### config.mk
export PLATFORM = sky130hd
export DESIGN_NAME = lm_init_ctrl_flat
export DESIGN_NICKNAME = d
export VERILOG_FILES = /design/src/rtl/lm_init_ctrl_if.sv /design/src/rtl/lm_init_ctrl.sv /design/src/flat_wrapper.sv
export SDC_FILE = /design/constraint.sdc
export NUM_CORES = 1
export LEC_CHECK = 0
export ABC_AREA = 1
export CORE_ASPECT_RATIO = 1.1
export CORE_MARGIN = 4
export CORE_UTILIZATION = 35
export CTS_CLUSTER_DIAMETER = 120
export DETAILED_ROUTE_END_ITERATION = 10
export PLACE_DENSITY_LB_ADDON = 0.1
export SYNTH_ARGS = -nofsm -noshare
export SYNTH_HDL_FRONTEND = slang
export SYNTH_SLANG_ARGS = --single-unit
export TNS_END_PERCENT = 100
### constraint.sdc
create_clock -name clk -period 3.3 [get_ports clk]
set_input_delay 0.99 -clock clk [delete_from_list [all_inputs] [get_ports clk]]
set_output_delay 0.99 -clock clk [all_outputs]
set_load 0.01 [all_outputs]
### src/rtl/lm_init_ctrl_if.sv
// Port bundle for lm_init_ctrl: init command, byte stream loader, core port and SRAM port.
// slave is the controller's view; master is the view of whatever surrounds it.
interface lm_init_ctrl_if #(
  parameter int AW = 13,
  parameter int DW = 64
);
  logic          init_start;
  logic          init_mode;
  logic          s_valid;
  logic [7:0]    s_data;
  logic          s_last;
  logic          s_ready;
  logic          core_req;
  logic          core_we;
  logic [AW-1:0] core_addr;
  logic [DW-1:0] core_wdata;
  logic [7:0]    core_wem;
  logic          core_gnt;
  logic [DW-1:0] core_rdata;
  logic          ram_cs;
  logic          ram_we;
  logic [AW-1:0] ram_addr;
  logic [DW-1:0] ram_wdata;
  logic [7:0]    ram_wem;
  logic [DW-1:0] ram_dout;
  logic          busy;
  logic          done;
  logic          trunc;

  modport slave (
    input  init_start, init_mode, s_valid, s_data, s_last,
    input  core_req, core_we, core_addr, core_wdata, core_wem, ram_dout,
    output s_ready, core_gnt, core_rdata,
    output ram_cs, ram_we, ram_addr, ram_wdata, ram_wem,
    output busy, done, trunc
  );

  modport master (
    output init_start, init_mode, s_valid, s_data, s_last,
    output core_req, core_we, core_addr, core_wdata, core_wem, ram_dout,
    input  s_ready, core_gnt, core_rdata,
    input  ram_cs, ram_we, ram_addr, ram_wdata, ram_wem,
    input  busy, done, trunc
  );
endinterface

### src/rtl/lm_init_ctrl.sv
// Bank init controller: zero-fills or stream-loads one 64-bit SRAM bank, else passes the core port through.
// Passthrough is same-cycle; while busy the core is stalled (no grant) and s_ready is up only in LOAD.
module lm_init_ctrl #(
  parameter int DP = 8192,
  parameter int AW = $clog2(DP)
) (
  input  logic          clk,
  input  logic          rst,
  lm_init_ctrl_if.slave bus
);
  localparam int            DW        = 64;
  localparam logic [AW-1:0] LAST_LINE = AW'(DP - 1);

  typedef enum logic [2:0] {
    ST_IDLE,
    ST_LOAD,
    ST_WRITE,
    ST_FILL,
    ST_DONE
  } state_t;

  state_t        state;
  logic [AW-1:0] line_ptr;
  logic [2:0]    byte_idx;
  logic [DW-1:0] pack;
  logic          last_seen;
  logic          trunc_q;

  logic          ram_cs;
  logic          ram_we;
  logic [AW-1:0] ram_addr;
  logic [DW-1:0] ram_wdata;
  logic [7:0]    ram_wem;

  always_ff @(posedge clk or posedge rst) begin
    if (rst) begin
      state     <= ST_IDLE;
      line_ptr  <= '0;
      byte_idx  <= '0;
      pack      <= '0;
      last_seen <= 1'b0;
      trunc_q   <= 1'b0;
    end else begin
      case (state)
        ST_IDLE: begin
          if (bus.init_start) begin
            line_ptr  <= '0;
            byte_idx  <= '0;
            pack      <= '0;
            last_seen <= 1'b0;
            trunc_q   <= 1'b0;
            state     <= bus.init_mode ? ST_LOAD : ST_FILL;
          end
        end
        ST_LOAD: begin
          if (bus.s_valid) begin
            pack[{byte_idx, 3'b000} +: 8] <= bus.s_data;
            byte_idx <= byte_idx + 3'd1;
            if (bus.s_last) last_seen <= 1'b1;
            if (byte_idx == 3'd7 || bus.s_last) state <= ST_WRITE;
          end
        end
        ST_WRITE: begin
          pack     <= '0;
          byte_idx <= '0;
          // Running out of lines without having seen s_last means the stream was longer than the bank.
          if (line_ptr == LAST_LINE) begin
            state <= ST_DONE;
            if (!last_seen) trunc_q <= 1'b1;
          end else begin
            line_ptr <= line_ptr + 1'b1;
            state    <= last_seen ? ST_FILL : ST_LOAD;
          end
        end
        ST_FILL: begin
          if (line_ptr == LAST_LINE) state <= ST_DONE;
          else line_ptr <= line_ptr + 1'b1;
        end
        ST_DONE: state <= ST_IDLE;
        default: state <= ST_IDLE;
      endcase
    end
  end

  always_comb begin
    ram_cs    = 1'b0;
    ram_we    = 1'b0;
    ram_addr  = '0;
    ram_wdata = '0;
    ram_wem   = '0;
    case (state)
      ST_IDLE: begin
        ram_cs    = bus.core_req;
        ram_we    = bus.core_we;
        ram_addr  = bus.core_addr;
        ram_wdata = bus.core_wdata;
        ram_wem   = bus.core_wem;
      end
      ST_WRITE: begin
        ram_cs    = 1'b1;
        ram_we    = 1'b1;
        ram_addr  = line_ptr;
        ram_wdata = pack;
        ram_wem   = 8'hFF;
      end
      ST_FILL: begin
        ram_cs    = 1'b1;
        ram_we    = 1'b1;
        ram_addr  = line_ptr;
        ram_wem   = 8'hFF;
      end
      default: ;
    endcase
  end

  assign bus.ram_cs     = ram_cs;
  assign bus.ram_we     = ram_we;
  assign bus.ram_addr   = ram_addr;
  assign bus.ram_wdata  = ram_wdata;
  assign bus.ram_wem    = ram_wem;
  assign bus.busy       = (state != ST_IDLE);
  assign bus.done       = (state == ST_DONE);
  assign bus.s_ready    = (state == ST_LOAD);
  assign bus.core_gnt   = (state == ST_IDLE) && bus.core_req;
  assign bus.core_rdata = bus.ram_dout;
  assign bus.trunc      = trunc_q;
endmodule
### src/flat_wrapper.sv
// flat-port wrapper written by rule: the top's interface ports become plain ports
module lm_init_ctrl_flat 
#(
  parameter int DP = 8192,
  parameter int AW = $clog2(DP)
)
  (clk, rst, bus_init_start, bus_init_mode, bus_s_valid, bus_s_data, bus_s_last, bus_core_req, bus_core_we, bus_core_addr, bus_core_wdata, bus_core_wem, bus_ram_dout, bus_s_ready, bus_core_gnt, bus_core_rdata, bus_ram_cs, bus_ram_we, bus_ram_addr, bus_ram_wdata, bus_ram_wem, bus_busy, bus_done, bus_trunc);
  lm_init_ctrl_if #(.AW(AW)) bus_i ();
  input  logic clk;
  input  logic rst;
  input wire logic [$bits(bus_i.init_start)-1:0] bus_init_start;
  input wire logic [$bits(bus_i.init_mode)-1:0] bus_init_mode;
  input wire logic [$bits(bus_i.s_valid)-1:0] bus_s_valid;
  input wire logic [$bits(bus_i.s_data)-1:0] bus_s_data;
  input wire logic [$bits(bus_i.s_last)-1:0] bus_s_last;
  input wire logic [$bits(bus_i.core_req)-1:0] bus_core_req;
  input wire logic [$bits(bus_i.core_we)-1:0] bus_core_we;
  input wire logic [$bits(bus_i.core_addr)-1:0] bus_core_addr;
  input wire logic [$bits(bus_i.core_wdata)-1:0] bus_core_wdata;
  input wire logic [$bits(bus_i.core_wem)-1:0] bus_core_wem;
  input wire logic [$bits(bus_i.ram_dout)-1:0] bus_ram_dout;
  output wire logic [$bits(bus_i.s_ready)-1:0] bus_s_ready;
  output wire logic [$bits(bus_i.core_gnt)-1:0] bus_core_gnt;
  output wire logic [$bits(bus_i.core_rdata)-1:0] bus_core_rdata;
  output wire logic [$bits(bus_i.ram_cs)-1:0] bus_ram_cs;
  output wire logic [$bits(bus_i.ram_we)-1:0] bus_ram_we;
  output wire logic [$bits(bus_i.ram_addr)-1:0] bus_ram_addr;
  output wire logic [$bits(bus_i.ram_wdata)-1:0] bus_ram_wdata;
  output wire logic [$bits(bus_i.ram_wem)-1:0] bus_ram_wem;
  output wire logic [$bits(bus_i.busy)-1:0] bus_busy;
  output wire logic [$bits(bus_i.done)-1:0] bus_done;
  output wire logic [$bits(bus_i.trunc)-1:0] bus_trunc;
  assign bus_i.init_start = bus_init_start;
  assign bus_i.init_mode = bus_init_mode;
  assign bus_i.s_valid = bus_s_valid;
  assign bus_i.s_data = bus_s_data;
  assign bus_i.s_last = bus_s_last;
  assign bus_i.core_req = bus_core_req;
  assign bus_i.core_we = bus_core_we;
  assign bus_i.core_addr = bus_core_addr;
  assign bus_i.core_wdata = bus_core_wdata;
  assign bus_i.core_wem = bus_core_wem;
  assign bus_i.ram_dout = bus_ram_dout;
  assign bus_s_ready = bus_i.s_ready;
  assign bus_core_gnt = bus_i.core_gnt;
  assign bus_core_rdata = bus_i.core_rdata;
  assign bus_ram_cs = bus_i.ram_cs;
  assign bus_ram_we = bus_i.ram_we;
  assign bus_ram_addr = bus_i.ram_addr;
  assign bus_ram_wdata = bus_i.ram_wdata;
  assign bus_ram_wem = bus_i.ram_wem;
  assign bus_busy = bus_i.busy;
  assign bus_done = bus_i.done;
  assign bus_trunc = bus_i.trunc;
  lm_init_ctrl #(.DP(DP), .AW(AW)) u_core (.clk(clk), .rst(rst), .bus(bus_i));
endmodule
==> results of run 1 <==
==> worst reg2reg max path, stage by stage (launching register included) <==
cell,delay [ps]
dfrtp_1,450
inv_1,120
ha_1,240
ha_1,320
inv_1,130
nand3_1,80
nor2_1,480
o21ai_1,340
nand2_1,140
nand2_1,60
==> cell usage after synthesis, drive strengths merged <==
| cell type | count |
|---|---|
| inv | 45 |
| nand2 | 232 |
| ha | 6 |
| nand3 | 86 |
| buf | 82 |
| nor3 | 2 |
| dfrtp | 85 |
| a22o | 66 |
| xnor2 | 1 |
| nand4 | 1 |
| nand3b | 2 |
| a21oi | 2 |
| o31ai | 1 |
| clkbuf | 12 |
| xor2 | 3 |
| clkinv | 4 |
| nor2 | 42 |
| o21ai | 33 |
| a32o | 1 |
==> how the worst max path moves through the flow <==
stage	cells after the start	slack, ps	to	from
6_report	5	140	bus_ram_cs	u_core.state[1]
5_1_grt	5	30	bus_ram_cs	u_core.state[1]
4_1_cts	6	3	bus_ram_wdata[47]	u_core.state[0]
3_5_place_dp	4	150	bus_ram_cs	bus_core_req
3_3_place_gp	4	160	bus_ram_cs	bus_core_req
2_1_floorplan	1	120	u_core.bus.trunc	rst
==> cell usage in the layout (no fill, tap or decap), types with 6 or more instances in the layout <==
master,n
nand2_1,229
clkdlybuf4s50_1,192
nand3_1,86
dfrtp_1,84
a22o_1,66
inv_1,40
nor2_1,30
o21ai_0,18
nor2_2,10
o21ai_1,10
clkbuf_16,9
ha_1,6
==> area by class of cell <==
cell class / instances / area [um^2]
clock buffer: 10 / 229
clock inverter: 6 / 63.8
fill: 1471 / 7740
inverter: 49 / 185
multi-input combinational: 478 / 2460
sequential: 85 / 2130
tap: 196 / 245
timing repair buffer: 202 / 2060
==> logic make-up after synthesis <==
family	share of synthesized area
compound gates	0.146
xor+xnor	0.00649
fa+ha+maj	0.0139
buf+inv	0.152
flops	0.394
simple gates	0.287
==> report_power, final <==
group	internal (mW)	leakage [nW]	switching, mW
Combinational	1.47	2.25	1.87
Sequential	1.17	1.17	0.137
Clock	0.585	0.138	0.412
==> flip-flops by register name (all words and copies together) (netlist names) <==
name and cells:
u_core.pack 64, u_core.last_seen 1, u_core.byte_idx 3, u_core.state 3, u_core.bus.trunc 1, u_core.line_ptr 13
==> metal layers <==
metal  track usage  vias up  routed length (um)
met3        0.0498       18                1340
met4        0.0480        0                 167
met5             0        -                   0
met1         0.232     2332                7040
li1              -     2504                   -
met2         0.304      238                7720
==> summary.txt, run 1 <==
Critical path
  • Worst reg-to-reg path cell count: 9
  • Worst path bufs/invs: 3
  • Reg-to-Reg End: u_core.pack[6]
  • Critical path's top delay family: buffers and inverters
  • Critical R2R Launch: u_core.byte_idx[0]
  • Crit path required time: 2310 ps
  • Slowest CP cell: clkdlybuf4s50_1
  • Nature of the critical path endpoint: output pin
  • Max FO, Critical Path: 36
  • Crit Path Class: register to output pin
  • Reg2reg setup slack: 840 ps
  • Crit-path cells: nor3_4 > buf_12 > inv_1 > o21ai_1 > clkdlybuf4s50_1
  • Crit path DAT: 2170 ps
  • Startpoint Class: register
  • Crit path largest cell delay: 540 ps

Timing
  • RSZ-0062 raised after global routing: no
  • Worst Skew: 4.79 ps
  • Total negative slack: 0 ps
  • Final setup fails: 0
  • Hold Vio Cnt, Final: 0
  • Final worst-path cycle share: 0.956
  • Worst hold slack: 479 ps
  • Min Tclk post-route: 3160 ps
  • Worst Tran Pin Value: 638 ps
  • Slew Limit Headroom: 0.573
  • Worst setup margin: 144 ps
  • Fin. max-slew vios: 0
  • Maximum clock rate: 317 MHz

Floorplanning
  • Row cnt: 47
  • Die area: 17500 um^2
  • Die W: 126 um
  • Floorplan core area: 15100 um^2
  • I/O pin cnt: 321
  • Die height: 138 um
  • Starting Density: 0.357

Routing
  • Post-Route WL: 16.3 mm
  • Routed vias: 5092
  • Router iterations before antenna repair: 5
  • Residual DRC: 0
  • Via/cell ratio: 4.96
  • Routed length per placed instance: 15.9 um
  • Initial DRC Count: 351
  • Detail Route Antenna Nets: 0

CTS
  • TritonCTS clock tree: done
  • Sink Count: 85
  • # Post-CTS Setup Buffers: 0
  • CTS Buf Count: 9
  • H-tree depth: 3
  • CTS Hold Buffers Added: 0
  • CTS Root Buffer Type: clkbuf_16
  • Post_cts resized: 1
  • Bufs on Longest Clock Path: 2
  • Worst skew pair latency: 340 ps
  • CTS clk-pin slew, worst paths: 60 ps

Placed design
  • Dpl cell area: 7060 um^2
  • HPWL Detailed: 12.2 mm
  • Final Wtd Congestion: 0.877
  • Placed instance count: 1010
  • Input/output buffers: 192
  • Setup WS pre-CTS: 147 ps

Global route
  • Vias in the first global route: 5081
  • All-layer global routing usage: 0.182
  • Antenna violations before repair: 0
  • First-pass GRT wire length: 26.1 mm
  • Largest net degree at the start of global routing: 52
  • Total global routing overflow: 0

Finish
  • Layout cells sized above 1: 0.0639
  • Area Growth Syn to Fin: 36.5%
  • Final Non-Filler Cells: 1026
  • Nets: 996
  • Final instance area: 7370 um^2
  • Final core utilization: 0.488
  • Ant. Diodes: 0

Run
  • Max-cap violations: 0

Synth
  • Cell variety after synth: 29
  • Syn nets: 877
  • Post-Syn Instances: 706
  • Synth top area cells: dfrtp_1 39%, nand2_1 16%, a22o_1 11%, buf_4 10%, nand3_1 8.0%
  • #FFs+latches synth: 85
  • Mapped Area: 5400 um^2
  • Yosys top cell area share: 0.394
  • Seq/Total Area, Yosys: 0.394
  • Yosys warns: 0
  • Largest area contributor in the netlist: dfrtp_1
  • Synthesized area per cell: 7.65 um^2

Pwr
  • Power Total: 5.65 mW
  • PwrDens: 766 nW/um^2
  • Leakage power: 3.56 nW
  • VDD IR-drop max: 317 uV

Min path
  • HP Start: u_core.pack[20]
  • Hold path depth: 2
  • Hold-critical path endpoint: u_core.pack[20]
  • HP Class: register to register

Run status
  • Outcome: finished clean
Power figures use the tool's default switching activity.
==> inputs of run 2 (changes only) <==
--- a/config.mk
+++ b/config.mk
@@ -12,6 +12,7 @@
 export CTS_CLUSTER_DIAMETER = 120
 export DETAILED_ROUTE_END_ITERATION = 10
 export PLACE_DENSITY_LB_ADDON = 0.1
+export RECOVER_POWER = 50
 export SYNTH_ARGS = -nofsm -noshare
 export SYNTH_HDL_FRONTEND = slang
 export SYNTH_SLANG_ARGS = --single-unit
==> run 2 against run 1 <==
The flow now finishes with violations (capacitance limit, slew limit); power fell by 0.30%; wire length fell by 0.15%; largest power group unchanged; final cell count did not move; sequential power barely moved; via count fell by 0.20%; design area fell by 0.20%; clock power barely moved; non-clock buffer count did not move; register-to-register slack got worse by 100 ps.
==> summary.txt, run 2 (same netlist as run 1, synthesis figures left out) <==
Critical path
  • Critical path's top delay family: buffers and inverters (unchanged)
  • Crit-path cells: nor3_4 > buf_12 > inv_1 > o21ai_1 > clkdlybuf4s50_1 (unchanged)
  • Critical R2R Launch: u_core.state[2] (was u_core.byte_idx[0])
  • Startpoint Class: register (unchanged)
  • Nature of the critical path endpoint: output pin (unchanged)
  • Slowest CP cell: clkdlybuf4s50_1 (unchanged)
  • Worst path bufs/invs: 3 (unchanged)
  • Max FO, Critical Path: 36 (unchanged)
  • Crit path required time: 2310 ps (about the same)
  • Crit path DAT: 2160 ps (was 2170 ps)
  • Crit path from: u_core.state[1] (unchanged)
  • Crit path largest cell delay: 540 ps (about the same)
  • Crit Path Class: register to output pin (unchanged)

Routing
  • Post-Route WL: 16.2 mm (was 16.3 mm)
  • Initial DRC Count: 342 (was 351)
  • Router iterations before antenna repair: 5 (unchanged)
  • Routed length per placed instance: 15.8 um (was 15.9 um)
  • Routed vias: 5082 (was 5092)
  • Detail Route Antenna Nets: 0 (unchanged)
  • Via/cell ratio: 4.95 (was 4.96)
  • Residual DRC: 0 (unchanged)

CTS
  • CTS Root Buffer Type: clkbuf_16 (unchanged)
  • H-tree depth: 3 (unchanged)
  • CTS clk-pin slew, worst paths: 60 ps (about the same)
  • # Post-CTS Setup Buffers: 0 (unchanged)
  • Bufs on Longest Clock Path: 2 (unchanged)
  • TritonCTS clock tree: done (unchanged)
  • Worst skew pair latency: 340 ps (about the same)
  • CTS Buf Count: 9 (unchanged)
  • Sink Count: 85 (unchanged)

Finish
  • Multi-input gate area: 2440 um^2 (was 2460 um^2)
  • Final Non-Filler Cells: 1026 (unchanged)
  • Most frequent cells in the layout: 230 x nand2_1, 189 x clkdlybuf4s50_1, 86 x nand3_1, 84 x dfrtp_1, 66 x a22o_1 (was 229 x nand2_1, 192 x clkdlybuf4s50_1, 86 x nand3_1, 84 x dfrtp_1, 66 x a22o_1)
  • Ant. Diodes: 0 (unchanged)
  • Biggest register: u_core.pack (unchanged)
  • Layout cells sized above 1: 0.0602 (was 0.0639)
  • Sequential cell area: 2130 um^2 (unchanged)
  • Most common cell after layout, fill and taps aside: nand2_1 (unchanged)
  • Fillers: 1474 (was 1471)
  • Area Growth Syn to Fin: 36.2% (was 36.5%)
  • Nets: 996 (unchanged)
  • Regs by FF count: u_core.pack: 64 flops, u_core.line_ptr: 13 flops (unchanged)
  • Final instance area: 7360 um^2 (was 7370 um^2)
  • Max reg flops: 64 (unchanged)

Timing
  • Hold Vio Cnt, Final: 0 (unchanged)
  • Worst Tran Pin Value: 1530 ps (was 638 ps)
  • Final worst-path cycle share: 0.956 (about the same)
  • Slew Limit Headroom: -0.0262 (was 0.573)
  • Final setup fails: 0 (unchanged)
  • Maximum clock rate: 317 MHz (about the same)
  • Fin. max-slew vios: 33 (was 0)
  • Worst hold slack: 478 ps (was 479 ps)
  • Worst Skew: 5.25 ps (was 4.79 ps)
  • Total negative slack: 0 ps (unchanged)
  • RSZ-0062 raised after global routing: no (unchanged)
  • Min Tclk post-route: 3150 ps (was 3160 ps)

Global route
  • Largest net degree at the start of global routing: 52 (unchanged)
  • Met3 usage: 0.0498 (unchanged)
  • GRT busiest layer: met2 (unchanged)
  • All-layer global routing usage: 0.182 (unchanged)
  • First-pass GRT wire length: 26.1 mm (unchanged)
  • Total global routing overflow: 0 (unchanged)
  • Antenna violations before repair: 0 (unchanged)
  • Met1 Use GR: 0.232 (unchanged)
  • Vias in the first global route: 5081 (unchanged)
  • Routing usage on met2: 0.304 (unchanged)

Placed design
  • Dpl cell area: 7060 um^2 (unchanged)
  • Placed instance count: 1010 (unchanged)
  • HPWL Detailed: 12.2 mm (unchanged)
  • Input/output buffers: 192 (unchanged)
  • Final Wtd Congestion: 0.877 (unchanged)

Pwr
  • Leakage power: 3.56 nW (about the same)
  • Sw Share: 0.429 (about the same)
  • Clock share of power: 0.177 (about the same)
  • Cell-internal power: 3.22 mW (was 3.23 mW)
  • PwrDens: 765 nW/um^2 (was 766 nW/um^2)
  • Flop pwr share: 0.232 (about the same)
  • VDD IR-drop max: 317 uV (about the same)
  • Combinational power share: 0.590 (was 0.591)
  • Sw Pwr: 2.41 mW (was 2.42 mW)

Floorplanning
  • I/O pin cnt: 321 (unchanged)
  • Floorplan core area: 15100 um^2 (unchanged)
  • Starting Density: 0.357 (unchanged)
  • Row cnt: 47 (unchanged)
  • Die area: 17500 um^2 (unchanged)
  • Die W: 126 um (unchanged)
  • Die height: 138 um (unchanged)

Run status
  • Outcome: finished, violations left (was finished clean)
  • Failing checks: capacitance limit, slew limit

Min path
  • HP Class: register to register (unchanged)
  • HP Start: u_core.pack[20] (unchanged)

Run
  • Max-cap violations: 1 (was 0)
==> run 2: metrics by stage <==
stage / power, mW / setup WS [ps] / utilization
2_1_floorplan: 3.32 / 117 / -
3_3_place_gp: 4.62 / 156 / 0.467
3_5_place_dp: 4.67 / 147 / 0.467
4_1_cts: 5.70 / 3.38 / 0.487
5_1_grt: 6.05 / 30.4 / 0.487
6_report: 5.63 / 146 / 0.487
==> run 2: layout make-up <==
type,count,share of cell area
Timing Repair Buffer,202,0.280
Tap cell,196,0.0333
Clock inverter,6,0.00867
Clock buffer,10,0.0311
Inverter,49,0.0252
Multi-Input combinational cell,478,0.332
Sequential cell,85,0.289
==> run 2: path summary, 6_finish.rpt <==
kind | to | slack (ps) | depth (start not counted)
max | bus_ram_cs | 150 | 5
min | u_core.pack[20] | 480 | 2
max reg2reg | u_core.pack[6] | 740 | 8
min reg2reg | u_core.pack[20] | 480 | 2
max in group asynchronous | u_core.pack[55] | 710 | 3
min in group asynchronous | u_core.pack[60] | 1470 | 2
==> run 2: worst register-to-register path, cell delays in order, from the launching register on <==
cell      delay, ps
dfrtp_1         530
nor2_2           70
buf_4           190
nand3b_2        120
nand2_1         120
nor2_1          750
o21ai_1         450
nand2_1         160
nand2_1          60
==> run 2: layer usage <==
layer	part of all wire	wire, um
met4	0.010	167
met1	0.43	7020
met2	0.48	7750
met3	0.081	1320
met5	0	0
==> run 2: power groups by stage <==
stage | registers [mW] | logic [mW] | clock network [mW]
6_report | 1.31 | 3.32 | 0.997
5_1_grt | 1.33 | 3.66 | 1.06
4_1_cts | 1.31 | 3.37 | 1.03
3_5_place_dp | 1.32 | 3.35 | 0
3_3_place_gp | 1.32 | 3.30 | 0
2_1_floorplan | 1.27 | 2.05 | 0
==> run 2: what timing repair did <==
item                                    CTS  global route
endpoints found under the setup margin    2            28
hold buffers                              0             0
resized for setup                         1             4
